File: config.mk
export PLATFORM = sky130hd
export DESIGN_NAME = cache_mem_arbiter
export DESIGN_NICKNAME = d
export VERILOG_FILES = /design/src/rtl/arbiter_pkg.sv /design/src/rtl/line_burst_buffer.sv /design/src/rtl/cache_mem_arbiter.sv
export SDC_FILE = /design/constraint.sdc
export NUM_CORES = 1
export LEC_CHECK = 0
export ABC_AREA = 1
export CAP_MARGIN = 0
export CORE_AREA = 4 4 385 387
export DETAILED_ROUTE_END_ITERATION = 8
export DIE_AREA = 0 0 389 391
export DONT_BUFFER_PORTS = 1
export GPL_TIMING_DRIVEN = 0
export PLACE_DENSITY = 0.3
export SLEW_MARGIN = 10
export SYNTH_ARGS = -nofsm -noshare
export SYNTH_HDL_FRONTEND = slang
export SYNTH_HIERARCHICAL = 1
export SYNTH_SLANG_ARGS = --single-unit
File: constraint.sdc
create_clock -name clk -period 3.15 [get_ports clk]
set_clock_uncertainty 0.1 [all_clocks]
set_input_delay 0.4725 -clock clk [delete_from_list [all_inputs] [get_ports clk]]
set_output_delay 0.4725 -clock clk [all_outputs]
set_load 0.1 [all_outputs]
File: src/rtl/arbiter_pkg.sv
// Shared types and constants for the cache/memory arbiter.
// Line and beat geometry, plus the arbiter FSM state encoding.
package arbiter_pkg;

    localparam int LINE_W      = 256;
    localparam int BEAT_W      = 64;
    localparam int BEATS       = LINE_W / BEAT_W;
    localparam int OFFSET_BITS = 5;

    typedef enum logic [2:0] {
        IDLE    = 3'd0,
        I_READ  = 3'd1,
        D_READ  = 3'd2,
        D_WRITE = 3'd3,
        DONE    = 3'd4
    } arb_state_t;

    // True for the three states that own the memory port.
    function automatic logic is_burst(arb_state_t s);
        return (s == I_READ) || (s == D_READ) || (s == D_WRITE);
    endfunction

endpackage

File: src/rtl/line_burst_buffer.sv
// Line <-> burst conversion: beat counter, read-line assembly
// register and combinational write-beat select.
module line_burst_buffer #(
    parameter int LINE_W = arbiter_pkg::LINE_W,
    parameter int BEAT_W = arbiter_pkg::BEAT_W
) (
    input  logic              clk,
    input  logic              rst,
    input  logic              active,
    input  logic              capture,
    input  logic              beat_ok,
    input  logic [BEAT_W-1:0] beat_rdata,
    input  logic [LINE_W-1:0] line_wdata,
    output logic [BEAT_W-1:0] beat_wdata,
    output logic [LINE_W-1:0] line,
    output logic              last_beat
);

    localparam int NB = LINE_W / BEAT_W;
    localparam int CW = (NB > 1) ? $clog2(NB) : 1;
    localparam logic [CW-1:0] LAST = CW'(NB - 1);

    logic [CW-1:0]     beat_q;
    logic [LINE_W-1:0] line_q;
    logic              step;

    assign step      = active && beat_ok;
    assign last_beat = (beat_q == LAST);
    assign line      = line_q;

    // Beat counter: advances per transferred beat, wraps to 0 after the last.
    always_ff @(posedge clk) begin
        if (rst) begin
            beat_q <= '0;
        end else if (step && last_beat) begin
            beat_q <= '0;
        end else if (step) begin
            beat_q <= beat_q + 1'b1;
        end
    end

    // Assembly register: read beat n lands in slice n, beat 0 is the LSBs.
    always_ff @(posedge clk) begin
        if (rst) begin
            line_q <= '0;
        end else if (step && capture) begin
            line_q[int'(beat_q) * BEAT_W +: BEAT_W] <= beat_rdata;
        end
    end

    // Write-beat mux follows the counter so a held beat stays on the bus.
    always_comb begin
        beat_wdata = line_wdata[int'(beat_q) * BEAT_W +: BEAT_W];
    end

endmodule

File: src/rtl/cache_mem_arbiter.sv
// Arbitrates icache/dcache line misses onto one 4-beat burst port.
// dcache has fixed priority; grant is held until the line completes.
module cache_mem_arbiter #(
    parameter int ADDR_W = 32,
    parameter int LINE_W = arbiter_pkg::LINE_W,
    parameter int BEAT_W = arbiter_pkg::BEAT_W
) (
    input  logic              clk,
    input  logic              rst,
    input  logic              i_read,
    input  logic [ADDR_W-1:0] i_address,
    output logic [LINE_W-1:0] i_rdata,
    output logic              i_resp,
    input  logic              d_read,
    input  logic              d_write,
    input  logic [ADDR_W-1:0] d_address,
    input  logic [LINE_W-1:0] d_wdata,
    output logic [LINE_W-1:0] d_rdata,
    output logic              d_resp,
    output logic              mem_read,
    output logic              mem_write,
    output logic [ADDR_W-1:0] mem_address,
    output logic [BEAT_W-1:0] mem_wdata,
    input  logic [BEAT_W-1:0] mem_rdata,
    input  logic              mem_resp
);

    import arbiter_pkg::*;

    localparam logic [ADDR_W-1:0] LINE_MASK =
        {{(ADDR_W - OFFSET_BITS){1'b1}}, {OFFSET_BITS{1'b0}}};

    arb_state_t        state_q;
    arb_state_t        state_d;
    arb_state_t        grant_q;
    logic              in_burst;
    logic              is_read;
    logic              last_beat;
    logic [BEAT_W-1:0] beat_wdata;
    logic [LINE_W-1:0] line;

    assign in_burst = is_burst(state_q);
    assign is_read  = (state_q == I_READ) || (state_q == D_READ);

    line_burst_buffer #(
        .LINE_W (LINE_W),
        .BEAT_W (BEAT_W)
    ) u_buf (
        .clk        (clk),
        .rst        (rst),
        .active     (in_burst),
        .capture    (is_read),
        .beat_ok    (mem_resp),
        .beat_rdata (mem_rdata),
        .line_wdata (d_wdata),
        .beat_wdata (beat_wdata),
        .line       (line),
        .last_beat  (last_beat)
    );

    // State register.
    always_ff @(posedge clk) begin
        if (rst) begin
            state_q <= IDLE;
        end else begin
            state_q <= state_d;
        end
    end

    // Remember which client owns the burst so DONE knows whom to answer.
    always_ff @(posedge clk) begin
        if (rst) begin
            grant_q <= IDLE;
        end else if (state_q == IDLE) begin
            grant_q <= state_d;
        end
    end

    // Next state: dcache write beats dcache read beats icache read.
    always_comb begin
        state_d = state_q;
        unique case (state_q)
            IDLE: begin
                if (d_write) begin
                    state_d = D_WRITE;
                end else if (d_read) begin
                    state_d = D_READ;
                end else if (i_read) begin
                    state_d = I_READ;
                end
            end
            I_READ, D_READ, D_WRITE: begin
                if (mem_resp && last_beat) begin
                    state_d = DONE;
                end
            end
            DONE: begin
                state_d = IDLE;
            end
            default: begin
                state_d = IDLE;
            end
        endcase
    end

    // Moore outputs decoded from state; everything idles at zero.
    always_comb begin
        mem_read    = 1'b0;
        mem_write   = 1'b0;
        mem_address = '0;
        mem_wdata   = '0;
        i_resp      = 1'b0;
        d_resp      = 1'b0;
        i_rdata     = '0;
        d_rdata     = '0;
        unique case (state_q)
            I_READ: begin
                mem_read    = 1'b1;
                mem_address = i_address & LINE_MASK;
            end
            D_READ: begin
                mem_read    = 1'b1;
                mem_address = d_address & LINE_MASK;
            end
            D_WRITE: begin
                mem_write   = 1'b1;
                mem_address = d_address & LINE_MASK;
                mem_wdata   = beat_wdata;
            end
            DONE: begin
                if (grant_q == I_READ) begin
                    i_resp  = 1'b1;
                    i_rdata = line;
                end else begin
                    d_resp  = 1'b1;
                    d_rdata = line;
                end
            end
            default: begin
            end
        endcase
    end

    // Flag a dcache that asks to read and write at once; the write is served.
    always @(posedge clk) begin
        if (!rst && state_q == IDLE) begin
            assert (!(d_read && d_write))
            else $warning("cache_mem_arbiter: d_read and d_write both high, write wins");
        end
    end

endmodule

==> results of run 1 <==
layout make-up:
class                           instances  area [um^2]  area share (%)
Antenna cell                           13         32.5           0.113
Buffer                                232         2400            8.35
Clock buffer                           54         1110            3.88
Clock inverter                         16          163           0.567
Inverter                              385         1480            5.17
Multi-Input combinational cell       2184        13700            47.8
Sequential cell                       264         5300            18.5
Tap cell                             1917         2400            8.36
Timing Repair Buffer                  146         2070            7.22
worst max-delay path: stages (launching register included):
cell and delay [ns]:
dfxtp_4 0.36, inv_4 0.06, nand2_4 0.05, nor2_4 0.59
inv_8 0.03, buf_16 0.19, buf_16 0.17, buf_12 0.14
nor2_4 0.61
sequential cells by signal, indices dropped and copies added, names as in the netlist:
| name | cells |
|---|---|
| grant_q | 3 |
| u_buf/beat_q | 2 |
| u_buf/line | 256 |
| state_q | 3 |
how the worst max path moves through the flow:
stage | from | to | slack [ns] | cells past startpoint
floorplan | state_q[2] | mem_wdata[10] | 0.17 | 6
global placement | u_buf/beat_q[0] | mem_wdata[28] | -1.29 | 7
detailed placement | u_buf/beat_q[0] | mem_wdata[19] | -1.10 | 7
CTS | state_q[0] | mem_wdata[32] | -0.30 | 6
global route | state_q[1] | mem_wdata[54] | -0.28 | 7
finish | state_q[2] | mem_wdata[54] | -0.23 | 8
routing by layer:
layer	wire length (um)	global-route usage (%)	vias up
li1	-	-	9692
met1	69800	24.6	10285
met2	75500	33.0	936
met3	12300	5.64	164
met4	4960	5.68	30
met5	195	0	-
stage by stage:
| step | util, % | total power, mW | hold WS, ns | worst slack [ns] | cell area (um^2) |
|---|---|---|---|---|---|
| floorplan | - | 5.48 | 0.339 | 0.166 | 17200 |
| global placement | 13.6 | 6.34 | 0.352 | -1.29 | 19600 |
| detailed placement | 14.6 | 6.41 | 0.355 | -1.10 | 21100 |
| CTS | 18.6 | 11.6 | 0.000310 | -0.301 | 26900 |
| global route | 19.8 | 11.9 | 0.0304 | -0.283 | 28700 |
| finish | 19.8 | 11.4 | 0.0309 | -0.230 | 28700 |
power by group:
group	switching [mW]	internal, mW
Sequential	0.0706	3.45
Clock	1.93	2.65
Combinational	2.54	0.814
cells in the mapped netlist, types with 2 or more instances:
| library cell | count |
|---|---|
| nand4_1 | 2 |
| nand2_1 | 351 |
| a21oi_1 | 40 |
| o21ai_0 | 247 |
| nor2_4 | 6 |
| o22ai_1 | 64 |
| clkbuf_1 | 87 |
| nor3_1 | 2 |
| buf_6 | 9 |
| a22o_1 | 27 |
| nor2_2 | 4 |
| inv_2 | 7 |
| nand3_1 | 125 |
| buf_2 | 94 |
| buf_1 | 8 |
| ha_1 | 6 |
| inv_1 | 377 |
| buf_4 | 37 |
| nor2_1 | 1302 |
| dfxtp_1 | 264 |
| nand3_2 | 2 |
cell families after synthesis:
logic type      Yosys count
simple gates           1795
buf+inv                 620
compound gates          378
flops                   264
other cells               1
fa+ha+maj                 6
timing repair:
action / CTS / global route
setup endpoints to repair: 857 / 308
hold buffers: 53 / 0
pin swaps: 76 / 96
endpoints found under the hold margin: 73 / 0
gates cloned: 1 / 27
gates resized for setup: 791 / 200
setup buffers: 39 / 26
==> run_results.csv, run 1 <==
group,metric,value,unit
clocking,numCtsBuffers,39,
clocking,clockBufferDepth,3,
placed_design,placedCellCount,4986,
synthesis,synth_seq_cells,264,
clocking,cts.sink_count,264,
worst_setup_path,reg2reg_depth,9,
synthesis,yosysWarnings,6,
final_layout,final_cell_mix,"nor2_1, nor2_4, inv_1",
final_layout,layout.nets,3648,
floorplan,rows,140,
floorplan,initial_core_util,11.8,%
clocking,cts-root-buf,"clkbuf_16",
final_layout,finalNonFillerCells,5211,
routing,wl_per_cell,31.2,um
power_and_ir_drop,power_density,399,mW/mm^2
worst_setup_path,worstPathMaxFanout,8,
grt,globalRouteTotalUtil,19.7,%
final_layout,drive_above_1_share,30.2,%
routing,first_iter_violations,1355,
routing,viasPerCell,4.05,
routing,drc,0,
clocking,cts.reportedPaths.clkPinSlew,0.06,ns
synthesis,synth_xor_area_share,0,%
timing,setup_viol,280,
routing,ant_nets,0,
timing,postLayoutSetupSlackWorst,-0.230,ns
synthesis,synth_top_area_share,31.0,%
placed_design,dp_hpwl,129000,um
timing,slew_violations,0,
routing,wirelength,163000,um
worst_setup_path,cp-start-kind,"register",
placed_design,io_buffers,0,
synthesis,synth_mux_area_share,0,%
synthesis,synth_flop_cell,"dfxtp_1",
grt,grt_pass1_vias,20961,
grt,grt_max_degree,17,
synthesis,yosys-top-cells-area,"dfxtp_1, nor2_1, inv_1",
job,drv_cap,0,
synthesis,synth_area,0.0171,mm^2
final_layout,fillCellCount,16550,
clocking,cts_tree,"built",
power_and_ir_drop,vdd_ir_drop_max,0.371,mV
timing,tns,-22.54,ns
floorplan,fp.coreArea,0.145,mm^2
synthesis,syn_inst,3064,
power_and_ir_drop,cellLeakagePower,9.13,nW
worst_setup_path,critPathKind,"reg -> out",
timing,layout_min_cycle_time,3.38,ns
worst_setup_path,ff2ff_setup_slack,0.12,ns
synthesis,yosys.area.top_type,"dfxtp_1",
grt,antenna_found_initial,40,
timing,slew_headroom,23.5,%
timing,fin_crit_sh,107,%
synthesis,synth-compound-area-share,12.2,%
worst_setup_path,arrival,2.81,ns
timing,max_freq,296,MHz
worst_hold_path,whs_path_depth,4,
worst_hold_path,worstHoldStart,"mem_rdata[12]",
clocking,clkLatencyLatePin,0.58,ns
worst_setup_path,critPathCaptureType,"primary output",
timing,finalHoldViolCount,0,
synthesis,synth.distinct_cells,24,
status,status,"finished with violations",
final_layout,syn2layout_area_growth,68.1,%
worst_setup_path,r2r_start,"state_q[2]",
grt,grt_overflow,0,
synthesis,yosysSeqAreaShare,31.0,%
synthesis,synth_top_family_by_area,"simple AND/OR/NAND/NOR gates",
worst_hold_path,hp-class,"in -> reg",
routing,num_vias,21107,
floorplan,dieHeight,391,um
grt,grt_pass1_wl,203000,um
synthesis,synth_area_per_cell,5.57,um^2
worst_setup_path,r2r_end,"u_buf/line[80]",
timing,worstMarginPinSlew,1.15,ns
timing,rsz0062_at_grt,"yes",
clocking,h-tree-depth,2,
placed_design,gp_congestion,1.02,
floorplan,ios,1002,
routing,dr.pass1.iters,6,
floorplan,die-width,389,um
synthesis,synth-edff-count,0,
worst_hold_path,holdPathEnd,"u_buf/line[12]",
synthesis,async_flop_share,0,%
worst_setup_path,critPathRequiredTime,2.58,ns
final_layout,final_common_cell,"nor2_1",
synthesis,yosys.area_share.adder,0.440,%
floorplan,dieArea,0.152,mm^2
synthesis,yosys.area_share.simple,40.9,%
status,violations,"negative setup slack",
(Power assumes the default switching activity.)
==> run 2, diff against run 1 <==
- CELL_PAD_IN_SITES_DETAIL_PLACEMENT: unset -> 1
- CELL_PAD_IN_SITES_GLOBAL_PLACEMENT: unset -> 1
- PLACE_DENSITY: 0.3 -> 0.35
==> run_results.csv, run 2 (synthesis gave the netlist of run 1 again) <==
group,metric,value,unit
status,status,"finished with violations",
status,violations,"negative setup slack",
final_layout,final_cell_mix,"nor2_1, nor2_4, inv_1",
grt,grt_pass1_wl,208000,um
timing,setup_viol,526,
floorplan,dieHeight,391,um
clocking,clockBufferDepth,3,
routing,wirelength,163000,um
grt,grt_max_degree,13,
final_layout,layout.nets,3685,
placed_design,io_buffers,0,
worst_setup_path,arrival,2.86,ns
grt,grt_overflow,0,
final_layout,design_area,0.0290,mm^2
worst_setup_path,crit_top_cell,"buf_12",
timing,slew_violations,0,
worst_setup_path,critPathKind,"reg -> out",
worst_setup_path,cp_slowest_cell,"nor2_4",
final_layout,fillCellCount,17444,
final_layout,drive_above_1_share,30.0,%
timing,max_freq,291,MHz
final_layout,final_common_cell,"nor2_1",
floorplan,rows,140,
routing,viasPerCell,4.02,
clocking,cts_tree,"built",
timing,fin_crit_sh,109,%
routing,ant_nets,0,
clocking,cts-root-buf,"clkbuf_16",
timing,slew_headroom,18.1,%
placed_design,dp_hpwl,129000,um
final_layout,seqCellArea,0.00530,mm^2
clocking,cts.reportedPaths.clkPinSlew,0.05,ns
worst_hold_path,worstHoldStart,"mem_rdata[48]",
floorplan,initial_core_util,11.8,%
routing,first_iter_violations,1003,
power_and_ir_drop,power_density,405,mW/mm^2
floorplan,die-width,389,um
clocking,numCtsBuffers,42,
floorplan,dieArea,0.152,mm^2
floorplan,ios,1002,
worst_setup_path,critPathLaunch,"state_q[2]",
placed_design,gp_congestion,0.914,
final_layout,multi_input_area,0.0136,mm^2
grt,antenna_found_initial,34,
worst_setup_path,critical_path.cell_chain,"inv_4 -> buf_4 -> buf_12 -> nor2_4 -> nand3_4 -> buf_12 -> buf_12 -> buf_16 -> buf_16 -> buf_6 -> clkbuf_16 -> nor2_4",
routing,dr.pass1.iters,5,
clocking,cts.sink_count,264,
power_and_ir_drop,vdd_ir_drop_max,0.406,mV
worst_hold_path,hp-class,"in -> reg",
timing,worstMarginPinSlew,1.23,ns
routing,wl_per_cell,31.0,um
worst_setup_path,r2r_start,"state_q[2]",
worst_setup_path,worstPathMaxFanout,6,
timing,layout_min_cycle_time,3.44,ns
worst_setup_path,critPathRequiredTime,2.58,ns
placed_design,postPlaceCellArea,0.0211,mm^2
routing,num_vias,21062,
floorplan,fp.coreArea,0.145,mm^2
grt,grt_pass1_vias,21911,
power_and_ir_drop,cellLeakagePower,9.32,nW
timing,postLayoutSetupSlackWorst,-0.285,ns
routing,drc,0,
timing,finalHoldViolCount,0,
worst_setup_path,cp-start-kind,"register",
timing,rsz0062_at_grt,"yes",
job,drv_cap,0,
final_layout,syn2layout_area_growth,69.8,%
clocking,clkLatencyLatePin,0.62,ns
worst_setup_path,critPathCaptureType,"primary output",
worst_setup_path,critPathTopFamily,"buffers and inverters",
worst_setup_path,critPathBufInv,9,
worst_setup_path,slowest_delay,0.49,ns
grt,globalRouteTotalUtil,20.2,%
timing,tns,-62.00,ns
clocking,h-tree-depth,2,
final_layout,largest_register_ffs,256,
run 2: changes by cell type in the layout (fill, tap and decap cells not counted), moves of 6 or more:
cell,previous run,this run
o21ai_1,8,0
clkbuf_16,70,64
buf_6,19,25
dlygate4sd3_1,53,68
a22o_1,7,14
clkbuf_2,13,20
a22o_2,20,13
buf_4,52,66
o22ai_1,45,52
o21ai_0,237,246
run 2: final timing paths:
check                     to  slack [ns]  depth (start not counted)
max              i_rdata[48]       -0.29                         12
max reg2reg  u_buf/line[176]       -0.04                         12
min reg2reg  u_buf/line[112]        0.37                          2
min          u_buf/line[176]        0.05                          4
run 2: worst register-to-register path, stage by stage, from the launching register on:
cell and delay [ns]:
dfxtp_4 0.35, inv_4 0.06, nand2_4 0.05, buf_4 0.14
o21ai_4 0.66, buf_6 0.20, nand3_2 0.18, nor2_2 0.29
buf_2 0.33, buf_2 0.41, nand2_1 0.18, nand2_1 0.09
nor2_1 0.05
run 2: per-layer routing:
layer,vias up,wire (um),track usage (%)
met2,739,81600,36.3
met5,-,141,0
met4,22,2550,3.02
li1,9762,-,-
met3,131,9260,4.43
met1,10408,69200,25.0
run 2: cell type report:
| cell class | count | area share [%] |
|---|---|---|
| inverter | 385 | 5.09 |
| tap | 1917 | 8.28 |
| multi-input combinational | 2184 | 47.0 |
| timing repair buffer | 180 | 8.78 |
| antenna | 8 | 0.0691 |
| clock inverter | 14 | 0.682 |
| clock buffer | 59 | 4.16 |
| sequential | 264 | 18.3 |
| buffer | 232 | 7.61 |
run 2: repair_timing:
item,in CTS,in global routing
resized for setup,731,263
hold buffers,68,0
setup buffers,42,46
setup endpoints to repair,861,803
endpoints found under the hold margin,135,0
pin swaps,63,83
cloned,6,21
run 2: where the power goes:
group,total [mW],internal [mW],switching [mW]
clock,4.88,2.92,1.97
combinational,3.34,0.735,2.61
sequential,3.52,3.45,0.0685
run 2: stage by stage:
step / hold slack (ns) / total power [mW] / std cells / utilization (%) / setup WS [ns]
floorplan: 0.339 / 5.48 / 3068 / - / 0.166
global placement: 0.356 / 6.42 / 4985 / 13.6 / -1.52
detailed placement: 0.358 / 6.50 / 4986 / 14.6 / -1.13
CTS: 0.000335 / 12.0 / 5174 / 18.7 / -0.472
global route: 0.0452 / 12.3 / 5239 / 20.0 / -0.383
finish: 0.0477 / 11.7 / 5243 / 20.0 / -0.285
